--- config.mk ---
export PLATFORM = sky130hd
export DESIGN_NAME = lvds_iq_framer
export DESIGN_NICKNAME = d
export VERILOG_FILES = /design/src/rtl/lvds_iq_framer.sv
export SDC_FILE = /design/constraint.sdc
export NUM_CORES = 1
export LEC_CHECK = 0
export ABC_AREA = 0
export CAP_MARGIN = 20
export CORE_MARGIN = 2
export CORE_UTILIZATION = 25
export CTS_CLUSTER_DIAMETER = 150
export CTS_CLUSTER_SIZE = 16
export DETAILED_ROUTE_END_ITERATION = 12
export PLACE_DENSITY = 0.43
export RECOVER_POWER = 50
export SLEW_MARGIN = 25
export SYNTH_ARGS = -nofsm -noshare
export SYNTH_HDL_FRONTEND = slang
export SYNTH_SLANG_ARGS = --single-unit
--- constraint.sdc ---
create_clock -name i_sys_clk -period 4.9 [get_ports i_sys_clk]
set_clock_uncertainty 0.15 [all_clocks]
set_input_delay 1.47 -clock i_sys_clk [delete_from_list [all_inputs] [get_ports i_sys_clk]]
set_output_delay 1.47 -clock i_sys_clk [all_outputs]
set_load 0.05 [all_outputs]
--- src/rtl/lvds_iq_framer.sv ---
// lvds_iq_framer
//   Hunts for the I/Q sync pattern in a DDR modem stream (one bit-pair per clock),
//   assembles 32-bit frames {I_sync,I[12:0],i_ctrl,Q_sync,Q[12:0],q_ctrl} and pushes
//   them into an RX FIFO once LOCK_FRAMES consecutive good frames have been seen.
//   Optional feature macro: RX_TEST_PATTERN_EN (test-pattern words under i_test_mode).
// Ports:
//   i_sys_clk, i_reset          clock, async active-high reset
//   i_ddr_data[1:0]             captured pair, [1] first in time
//   i_enable                    allow FIFO pushes
//   i_clear_cnts                sync clear of both status counters
//   i_test_mode                 select test-pattern words (feature builds only)
//   o_fifo_push, o_fifo_data    registered write strobe / frame word
//   i_fifo_full                 RX FIFO full
//   o_locked                    framer locked
//   o_sync_err_cnt              saturating sync-mismatch count
//   o_overflow_cnt              saturating dropped-frame count
module lvds_iq_framer #(
    parameter logic [1:0]  SYNC_I      = 2'b10,
    parameter logic [1:0]  SYNC_Q      = 2'b01,
    parameter int unsigned LOCK_FRAMES = 2,
    parameter int unsigned CNT_W       = 8
) (
    input  logic             i_sys_clk,
    input  logic             i_reset,
    input  logic [1:0]       i_ddr_data,
    input  logic             i_enable,
    input  logic             i_clear_cnts,
    input  logic             i_test_mode,
    output logic             o_fifo_push,
    output logic [31:0]      o_fifo_data,
    input  logic             i_fifo_full,
    output logic             o_locked,
    output logic [CNT_W-1:0] o_sync_err_cnt,
    output logic [CNT_W-1:0] o_overflow_cnt
);

    localparam int unsigned      GoodW   = $clog2(LOCK_FRAMES + 1);
    localparam logic [GoodW-1:0] LockVal = GoodW'(LOCK_FRAMES);
    localparam logic [CNT_W-1:0] CntMax  = '1;

    typedef enum logic [2:0] {StHunt, StIData, StQSync, StQData, StISync} state_e;

    state_e             state_q, state_d;
    logic [2:0]         pair_cnt_q, pair_cnt_d;
    logic [29:0]        shift_q, shift_d;
    logic [GoodW-1:0]   good_q, good_d, good_next;
    logic               locked_q, locked_d;
    logic               push_q, push_d;
    logic [31:0]        data_q, data_d;
    logic [CNT_W-1:0]   err_cnt_q, err_cnt_d;
    logic [CNT_W-1:0]   ovf_cnt_q, ovf_cnt_d;
    logic [31:0]        frame_word;
    logic               sync_err, frame_done, eligible, err_inc, ovf_inc;

`ifdef RX_TEST_PATTERN_EN
    logic [12:0]        tp_cnt_q, tp_cnt_d;
`else
    logic               unused_test_mode;
    assign unused_test_mode = i_test_mode;
`endif

    // The last 15 pairs plus the current one always span a whole frame when it
    // completes; the sync pairs inside it were already checked by the FSM.
    assign frame_word = {shift_q, i_ddr_data};

    always_comb begin
        state_d    = state_q;
        pair_cnt_d = pair_cnt_q;
        shift_d    = {shift_q[27:0], i_ddr_data};
        good_d     = good_q;
        locked_d   = locked_q;
        push_d     = 1'b0;
        data_d     = data_q;
        err_cnt_d  = err_cnt_q;
        ovf_cnt_d  = ovf_cnt_q;
        sync_err   = 1'b0;
        frame_done = 1'b0;
        err_inc    = 1'b0;
        ovf_inc    = 1'b0;
`ifdef RX_TEST_PATTERN_EN
        tp_cnt_d   = tp_cnt_q;
`endif

        case (state_q)
            StHunt: begin
                if (i_ddr_data == SYNC_I) begin
                    state_d    = StIData;
                    pair_cnt_d = 3'd0;
                end
            end
            StIData: begin
                if (pair_cnt_q == 3'd6) begin
                    state_d    = StQSync;
                    pair_cnt_d = 3'd0;
                end else begin
                    pair_cnt_d = pair_cnt_q + 3'd1;
                end
            end
            StQSync: begin
                if (i_ddr_data == SYNC_Q) state_d = StQData;
                else                      sync_err = 1'b1;
            end
            StQData: begin
                if (pair_cnt_q == 3'd6) begin
                    frame_done = 1'b1;
                    state_d    = StISync;
                    pair_cnt_d = 3'd0;
                end else begin
                    pair_cnt_d = pair_cnt_q + 3'd1;
                end
            end
            StISync: begin
                if (i_ddr_data == SYNC_I) begin
                    state_d    = StIData;
                    pair_cnt_d = 3'd0;
                end else begin
                    sync_err = 1'b1;
                end
            end
            default: state_d = StHunt;
        endcase

        if (sync_err) begin
            state_d  = StHunt;
            good_d   = '0;
            locked_d = 1'b0;
            // Misses before any good frame are just hunting, not errors.
            err_inc  = (good_q != '0) || locked_q;
        end

        good_next = (good_q == LockVal) ? good_q : good_q + 1'b1;
        eligible  = frame_done && (good_next == LockVal);

        if (frame_done) begin
            good_d = good_next;
            if (eligible) locked_d = 1'b1;
        end

        if (eligible && i_enable) begin
            if (!i_fifo_full) begin
                push_d = 1'b1;
                data_d = frame_word;
`ifdef RX_TEST_PATTERN_EN
                if (i_test_mode) begin
                    data_d   = {SYNC_I, tp_cnt_q, 1'b0, SYNC_Q, ~tp_cnt_q, 1'b0};
                    tp_cnt_d = tp_cnt_q + 13'd1;
                end
`endif
            end else begin
                ovf_inc = 1'b1;
            end
        end

        // Clear wins over a same-cycle increment.
        if (i_clear_cnts)                        err_cnt_d = '0;
        else if (err_inc && err_cnt_q != CntMax) err_cnt_d = err_cnt_q + 1'b1;

        if (i_clear_cnts)                        ovf_cnt_d = '0;
        else if (ovf_inc && ovf_cnt_q != CntMax) ovf_cnt_d = ovf_cnt_q + 1'b1;
    end

    always_ff @(posedge i_sys_clk or posedge i_reset) begin
        if (i_reset) begin
            state_q    <= StHunt;
            pair_cnt_q <= '0;
            shift_q    <= '0;
            good_q     <= '0;
            locked_q   <= 1'b0;
            push_q     <= 1'b0;
            data_q     <= '0;
            err_cnt_q  <= '0;
            ovf_cnt_q  <= '0;
        end else begin
            state_q    <= state_d;
            pair_cnt_q <= pair_cnt_d;
            shift_q    <= shift_d;
            good_q     <= good_d;
            locked_q   <= locked_d;
            push_q     <= push_d;
            data_q     <= data_d;
            err_cnt_q  <= err_cnt_d;
            ovf_cnt_q  <= ovf_cnt_d;
        end
    end

`ifdef RX_TEST_PATTERN_EN
    always_ff @(posedge i_sys_clk or posedge i_reset) begin
        if (i_reset) tp_cnt_q <= '0;
        else         tp_cnt_q <= tp_cnt_d;
    end
`endif

    assign o_fifo_push    = push_q;
    assign o_fifo_data    = data_q;
    assign o_locked       = locked_q;
    assign o_sync_err_cnt = err_cnt_q;
    assign o_overflow_cnt = ovf_cnt_q;

endmodule

==> metrics.md, run 1 <==
| Metric | Value |
|---|---|
| Final min period | `3530 ps` |
| Syn avg cell area | `10.4 um2` |
| Critical Path RT | `5000 ps` |
| Endpoints failing setup | `0` |
| First-pass GRT wire length | `12,000 um` |
| Starting Density | `25.8%` |
| Mapped Cells | `317` |
| WL per Instance | `12.5 um` |
| Sequential fraction of the synthesis area | `67.0%` |
| Static leakage | `2.00 nW` |
| Synth Cell Area | `0.00328 mm2` |
| Critical path launch point | `i_ddr_data[1]` |
| Largest net degree at the start of global routing | `34` |
| Util after Layout | `33.8%` |
| HPWL Detailed | `4420 um` |
| Tcrit/Tclk final | `72.0%` |
| RSZ-0062 raised after global routing | `no` |
| Multi-input logic area | `988 um2` |
| DRT antenna net count | `0` |
| Worst reg-to-reg setup slack | `2670 ps` |
| Vias per Instance | `4.20` |
| Synthesized flop and latch total | `88` |
| DRC violations left | `0` |
| Dpl ws | `1110 ps` |
| Die area | `0.0141 mm2` |
| VDD IR-drop max | `0.188 mV` |
| Yosys warns | `0` |
| Inst Count DP | `538` |
| Boundary pin count | `58` |
| Fraction of layout cells with a size suffix above 1 | `5.26%` |
| CTS max path bufs | `2` |
| Least-Margin Pin Slew | `1340 ps` |
| Row count | `41` |
| Setup ws final | `1370 ps` |
| Power Total | `1.78 mW` |
| Initial antenna violation count | `0` |
| CTS Buf Count | `9` |
| Clk sinks | `88` |
| Slew HR | `10.4%` |
| CTS tree | `done` |
| PostCTS Resize Cnt | `0` |
| Placer Congestion | `0.773` |
| Final hold slack | `220 ps` |
| Area Growth Syn to Fin | `31.0%` |
| Die width | `119 um` |
| Clk Tree Root Cell | `clkbuf_16` |
| Insertion delay to the later sink of the worst-skew pair | `340 ps` |
| Post-route insts no fill | `552` |
| Synth Net Count | `328` |
| Setup crit end | `o_sync_err_cnt[6]` |
| Port bufs | `56` |
| Dpl cell area | `0.00403 mm2` |
| Core area | `0.0127 mm2` |
| Diodes inserted | `0` |
| Worst hold path type | `reg -> reg` |
| CP Data Arrival Time | `3630 ps` |
| Vias in the first global route | `2,375` |
| Setup Buffers After CTS | `0` |
| Tot GR Track Use | `10.8%` |
| Final count of pins violating max slew | `0` |
| Final hold violations | `0` |
| RR Startpoint | `state_q[1]` |
| DR vias | `2,320` |
| Pre-antenna DRT Iters | `4` |
| Seq. cell area | `0.00220 mm2` |
| Setup TNS | `0 ps` |
| RR Endpoint | `o_sync_err_cnt[6]` |
| Crit start category | `primary input` |
| Die Y | `119 um` |
| Status | `finished, final reports clean` |
| Max Cap Viol | `0` |
| Fill count | `1,320` |
| DRT Wirelength | `6930 um` |
| Pwr/cell area | `414 mW/mm2` |
| CP Max Fanout | `11` |
| DR iter-0 viols | `144` |
| Crit Path Category | `in -> reg` |
| Reg clk slew, reported paths | `60 ps` |
| Reg2Reg Depth | `5` |
| Crit end category | `flip-flop` |
| CTS Hold Buffers Added | `0` |
| Htree depth | `3` |
| Fin area | `0.00430 mm2` |
| Fin nets | `388` |
| Post-synthesis cell type count | `32` |
| Gr ovfl total | `0` |
| Fmax | `283 MHz` |
[final cells by class]
cell class / instances / share of cell area [%]
clock buffer: 9 / 5.23
clock inverter: 5 / 1.16
inverter: 11 / 0.988
multi-input combinational: 208 / 23.0
sequential: 88 / 51.2
tap: 172 / 5.00
timing repair buffer: 59 / 13.5
[synth_stat cells (all sizes together)]
master | n | area, um2
nand2b | 2 | 12.5
or3 | 3 | 18.8
clkbuf | 8 | 30.0
nor2 | 20 | 75.1
o21a | 1 | 7.51
and4 | 1 | 8.76
a41o | 1 | 10.0
or2 | 1 | 6.26
nand4 | 3 | 18.8
nor4 | 2 | 12.5
a21oi | 13 | 65.1
o21ai | 7 | 35.0
o22a | 1 | 8.76
nand3 | 10 | 50.1
nor3 | 6 | 30.0
a31oi | 1 | 6.26
mux2i | 1 | 10.0
xnor2 | 5 | 43.8
dfrtp | 88 | 2200
xor2 | 2 | 17.5
nor2b | 4 | 25.0
mux2 | 1 | 11.3
or4 | 2 | 15.0
inv | 11 | 41.3
nand2 | 113 | 424
a21o | 1 | 7.51
ha | 3 | 37.5
nand4b | 1 | 8.76
buf | 2 | 22.5
nor3b | 1 | 7.51
o31ai | 2 | 15.0
[logic make-up after synthesis]
kind of cell    share of synthesized area, %
mux                                    0.648
compound gates                          4.72
simple gates                            21.7
flops                                   67.0
buf+inv                                 2.86
xor+xnor                                1.87
fa+ha+maj                               1.14
[flip-flops by register name, summed over array words and instances (netlist names)]
name	cells
o_fifo_push	1
good_q	2
o_overflow_cnt	8
state_q	3
pair_cnt_q	3
o_fifo_data	32
shift_q	30
o_sync_err_cnt	8
o_locked	1
[per-layer routing]
| layer | global-route usage (%) | up-vias | routed length [um] |
|---|---|---|---|
| met5 | 0 | - | 0 |
| met4 | 4.91 | 0 | 144 |
| met3 | 3.67 | 10 | 401 |
| met2 | 15.0 | 55 | 2910 |
| met1 | 15.0 | 1107 | 3470 |
| li1 | - | 1148 | - |
[critical path, cell delays in order]
cell	delay [ps]
dlygate4sd3_1	600
nor2b_1	190
o22a_1	210
or3_1	550
or4_1	450
a21oi_1	160
[worst min path at each step]
stage               slack (ps)   startpoint           to  depth (start not counted)
detailed placement         210  shift_q[11]  shift_q[13]                          0
finish                     220   shift_q[9]  shift_q[11]                          0
CTS                        220   shift_q[9]  shift_q[11]                          0
global placement           210  shift_q[11]  shift_q[13]                          0
global route               230   shift_q[6]   shift_q[8]                          0
floorplan                  200   shift_q[8]  shift_q[10]                          0
[power breakdown]
| group | leakage (nW) | internal, mW | switching, mW |
|---|---|---|---|
| sequential | 1.15 | 0.790 | 0.0565 |
| combinational | 0.711 | 0.101 | 0.186 |
| clock | 0.141 | 0.385 | 0.263 |
| total | 2.00 | 1.28 | 0.505 |
[cells in the final DEF, fill, tap and decap left out, types with 2 or more instances in the layout]
cell               n
a21oi_1           13
nor4_1             2
nand2b_1           2
or3_1              3
xnor2_1            5
nand4_1            3
nor2_1            20
dlygate4sd3_1      3
nand2_1          113
nor2b_1            4
or4_1              2
nor3_1             6
dfrtp_1           88
buf_4              2
clkbuf_16          9
xor2_1             2
o31ai_1            2
clkdlybuf4s50_1   53
clkinv_2           4
inv_1              9
ha_1               3
nand3_1           10
o21ai_0            7
(Power assumes the default switching activity.)
==> run 2: changes to the inputs <==
==> constraint.sdc (replaced) <==
create_clock -name i_sys_clk -period 3.6 [get_ports i_sys_clk]
set_clock_uncertainty 0.15 [all_clocks]
set_input_delay 1.08 -clock i_sys_clk [delete_from_list [all_inputs] [get_ports i_sys_clk]]
set_output_delay 1.08 -clock i_sys_clk [all_outputs]
set_load 0.05 [all_outputs]
==> metrics.md, run 2 (synthesis results as in run 1) <==
| Metric | Value |
|---|---|
| DR vias | `2,351` |
| Crit Path Category | `in -> reg` |
| Final hold violations | `0` |
| WL per Instance | `12.3 um` |
| Die Y | `119 um` |
| Final min period | `3140 ps` |
| First-pass GRT wire length | `11,700 um` |
| Crit start category | `primary input` |
| Clk sinks | `88` |
| CP Max Fanout | `11` |
| Tot GR Track Use | `10.6%` |
| Setup ws final | `459 ps` |
| DR iter-0 viols | `84` |
| Power Total | `2.47 mW` |
| Commonest non-fill, non-tap cells in the layout | `113 x nand2_1, 88 x dfrtp_1, 53 x clkdlybuf4s50_1` |
| Flop pwr share | `46.6%` |
| Util after Layout | `34.2%` |
| Port bufs | `56` |
| Post-route insts no fill | `554` |
| Initial antenna violation count | `0` |
| Critical Path RT | `3700 ps` |
| Fmax | `318 MHz` |
| Least-Margin Pin Slew | `1630 ps` |
| Final count of pins violating max slew | `32` |
| Fraction of layout cells with a size suffix above 1 | `5.50%` |
| Core area | `0.0127 mm2` |
| Clock power frac | `37.4%` |
| Clk Tree Root Cell | `clkbuf_16` |
| Worst hold path type | `reg -> reg` |
| CTS Buf Count | `9` |
| Diodes inserted | `0` |
| Dpl ws | `209 ps` |
| Endpoints failing setup | `0` |
| RSZ-0062 raised after global routing | `no` |
| Boundary pin count | `58` |
| Starting Density | `25.8%` |
| Max Cap Viol | `1` |
| Die area | `0.0141 mm2` |
| Largest net degree at the start of global routing | `34` |
| CTS max path bufs | `2` |
| Sw frac | `28.8%` |
| Worst reg-to-reg setup slack | `1370 ps` |
| Placer Congestion | `0.778` |
| Dpl cell area | `0.00406 mm2` |
| Tcrit/Tclk final | `87.3%` |
| Final hold slack | `223 ps` |
| Setup Buffers After CTS | `0` |
| Reg clk slew, reported paths | `60 ps` |
| DRC violations left | `0` |
| Area Growth Syn to Fin | `32.6%` |
| Inst Count DP | `538` |
| CTS tree | `done` |
| DRT antenna net count | `0` |
| Setup crit end | `o_sync_err_cnt[6]` |
| CTS Hold Buffers Added | `0` |
| Crit end category | `flip-flop` |
| RR Endpoint | `o_sync_err_cnt[6]` |
| Fill count | `1,345` |
| HPWL Detailed | `4430 um` |
| Gr ovfl total | `0` |
| Commonest non-fill, non-tap cell in the layout | `nand2_1` |
| Insertion delay to the later sink of the worst-skew pair | `340 ps` |
| Slew HR | `-9.02%` |
| Static leakage | `2.01 nW` |
| Net switching power | `0.712 mW` |
| VDD IR-drop max | `0.200 mV` |
| Fin nets | `388` |
| Die width | `119 um` |
| Design internal power | `1.76 mW` |
| DRT Wirelength | `6830 um` |
| Htree depth | `3` |
| PostCTS Resize Cnt | `0` |
| Row count | `41` |
| CP Data Arrival Time | `3240 ps` |
| Reg2Reg Depth | `5` |
| WHS Path Cells | `0` |
| Pre-antenna DRT Iters | `4` |
| Fin area | `0.00435 mm2` |
| Vias in the first global route | `2,307` |
| Setup TNS | `0 ps` |
| Critical path launch point | `i_ddr_data[0]` |
| RR Startpoint | `state_q[1]` |
| Pwr/cell area | `567 mW/mm2` |
| Logic pwr share | `16.1%` |
| Number of flip-flops in the largest register | `32` |
| Status | `finished, violations left` |
| Failing checks | `capacitance limit, slew limit` |
| Vias per Instance | `4.24` |
-- run 2: critical path, stage by stage --
cell	delay, ps
dlygate4sd3_1	600
nor2b_1	160
o22a_1	240
or3_1	560
or4_1	460
a21oi_1	150
-- run 2: power groups by stage --
stage	clock [mW]	sequential (mW)	combinational, mW
detailed placement	0	1.17	0.403
finish	0.923	1.15	0.397
floorplan	0	1.26	0.180
CTS	0.962	1.15	0.404
global placement	0	1.17	0.398
global route	1.01	1.16	0.446
-- run 2: worst min-delay path by stage --
stage / endpoint / slack (ps) / from
6_report: shift_q[15] / 220 / shift_q[13]
3_5_place_dp: shift_q[7] / 210 / shift_q[5]
3_3_place_gp: shift_q[7] / 210 / shift_q[5]
2_1_floorplan: shift_q[10] / 200 / shift_q[8]
4_1_cts: shift_q[7] / 220 / shift_q[5]
5_1_grt: shift_q[5] / 230 / shift_q[3]
-- run 2: layout make-up --
cell class	count	area (um2)	area share (%)
Sequential cell	88	2200	50.6
Multi-Input combinational cell	208	988	22.7
Timing Repair Buffer	59	608	14.0
Clock buffer	10	229	5.26
Tap cell	172	215	4.94
Clock inverter	6	68.8	1.58
Inverter	11	42.5	0.977
-- run 2: per-layer routing --
| metal | track usage, % | vias to the layer above | wire length, um |
|---|---|---|---|
| met3 | 3.28 | 10 | 356 |
| met5 | 0 | - | 0 |
| met1 | 14.0 | 1141 | 3340 |
| met4 | 5.13 | 0 | 112 |
| met2 | 15.7 | 52 | 3020 |
| li1 | - | 1148 | - |
==> run 3: changes to the inputs <==
--- a/config.mk
+++ b/config.mk
@@ -5,7 +5,6 @@
 export SDC_FILE = /design/constraint.sdc
 export NUM_CORES = 1
 export LEC_CHECK = 0
-export ABC_AREA = 0
 export CAP_MARGIN = 20
 export CORE_MARGIN = 2
 export CORE_UTILIZATION = 25
==> results of run 3 <==
Same layout as run 2: the final DEF is identical, and so are final timing and power.
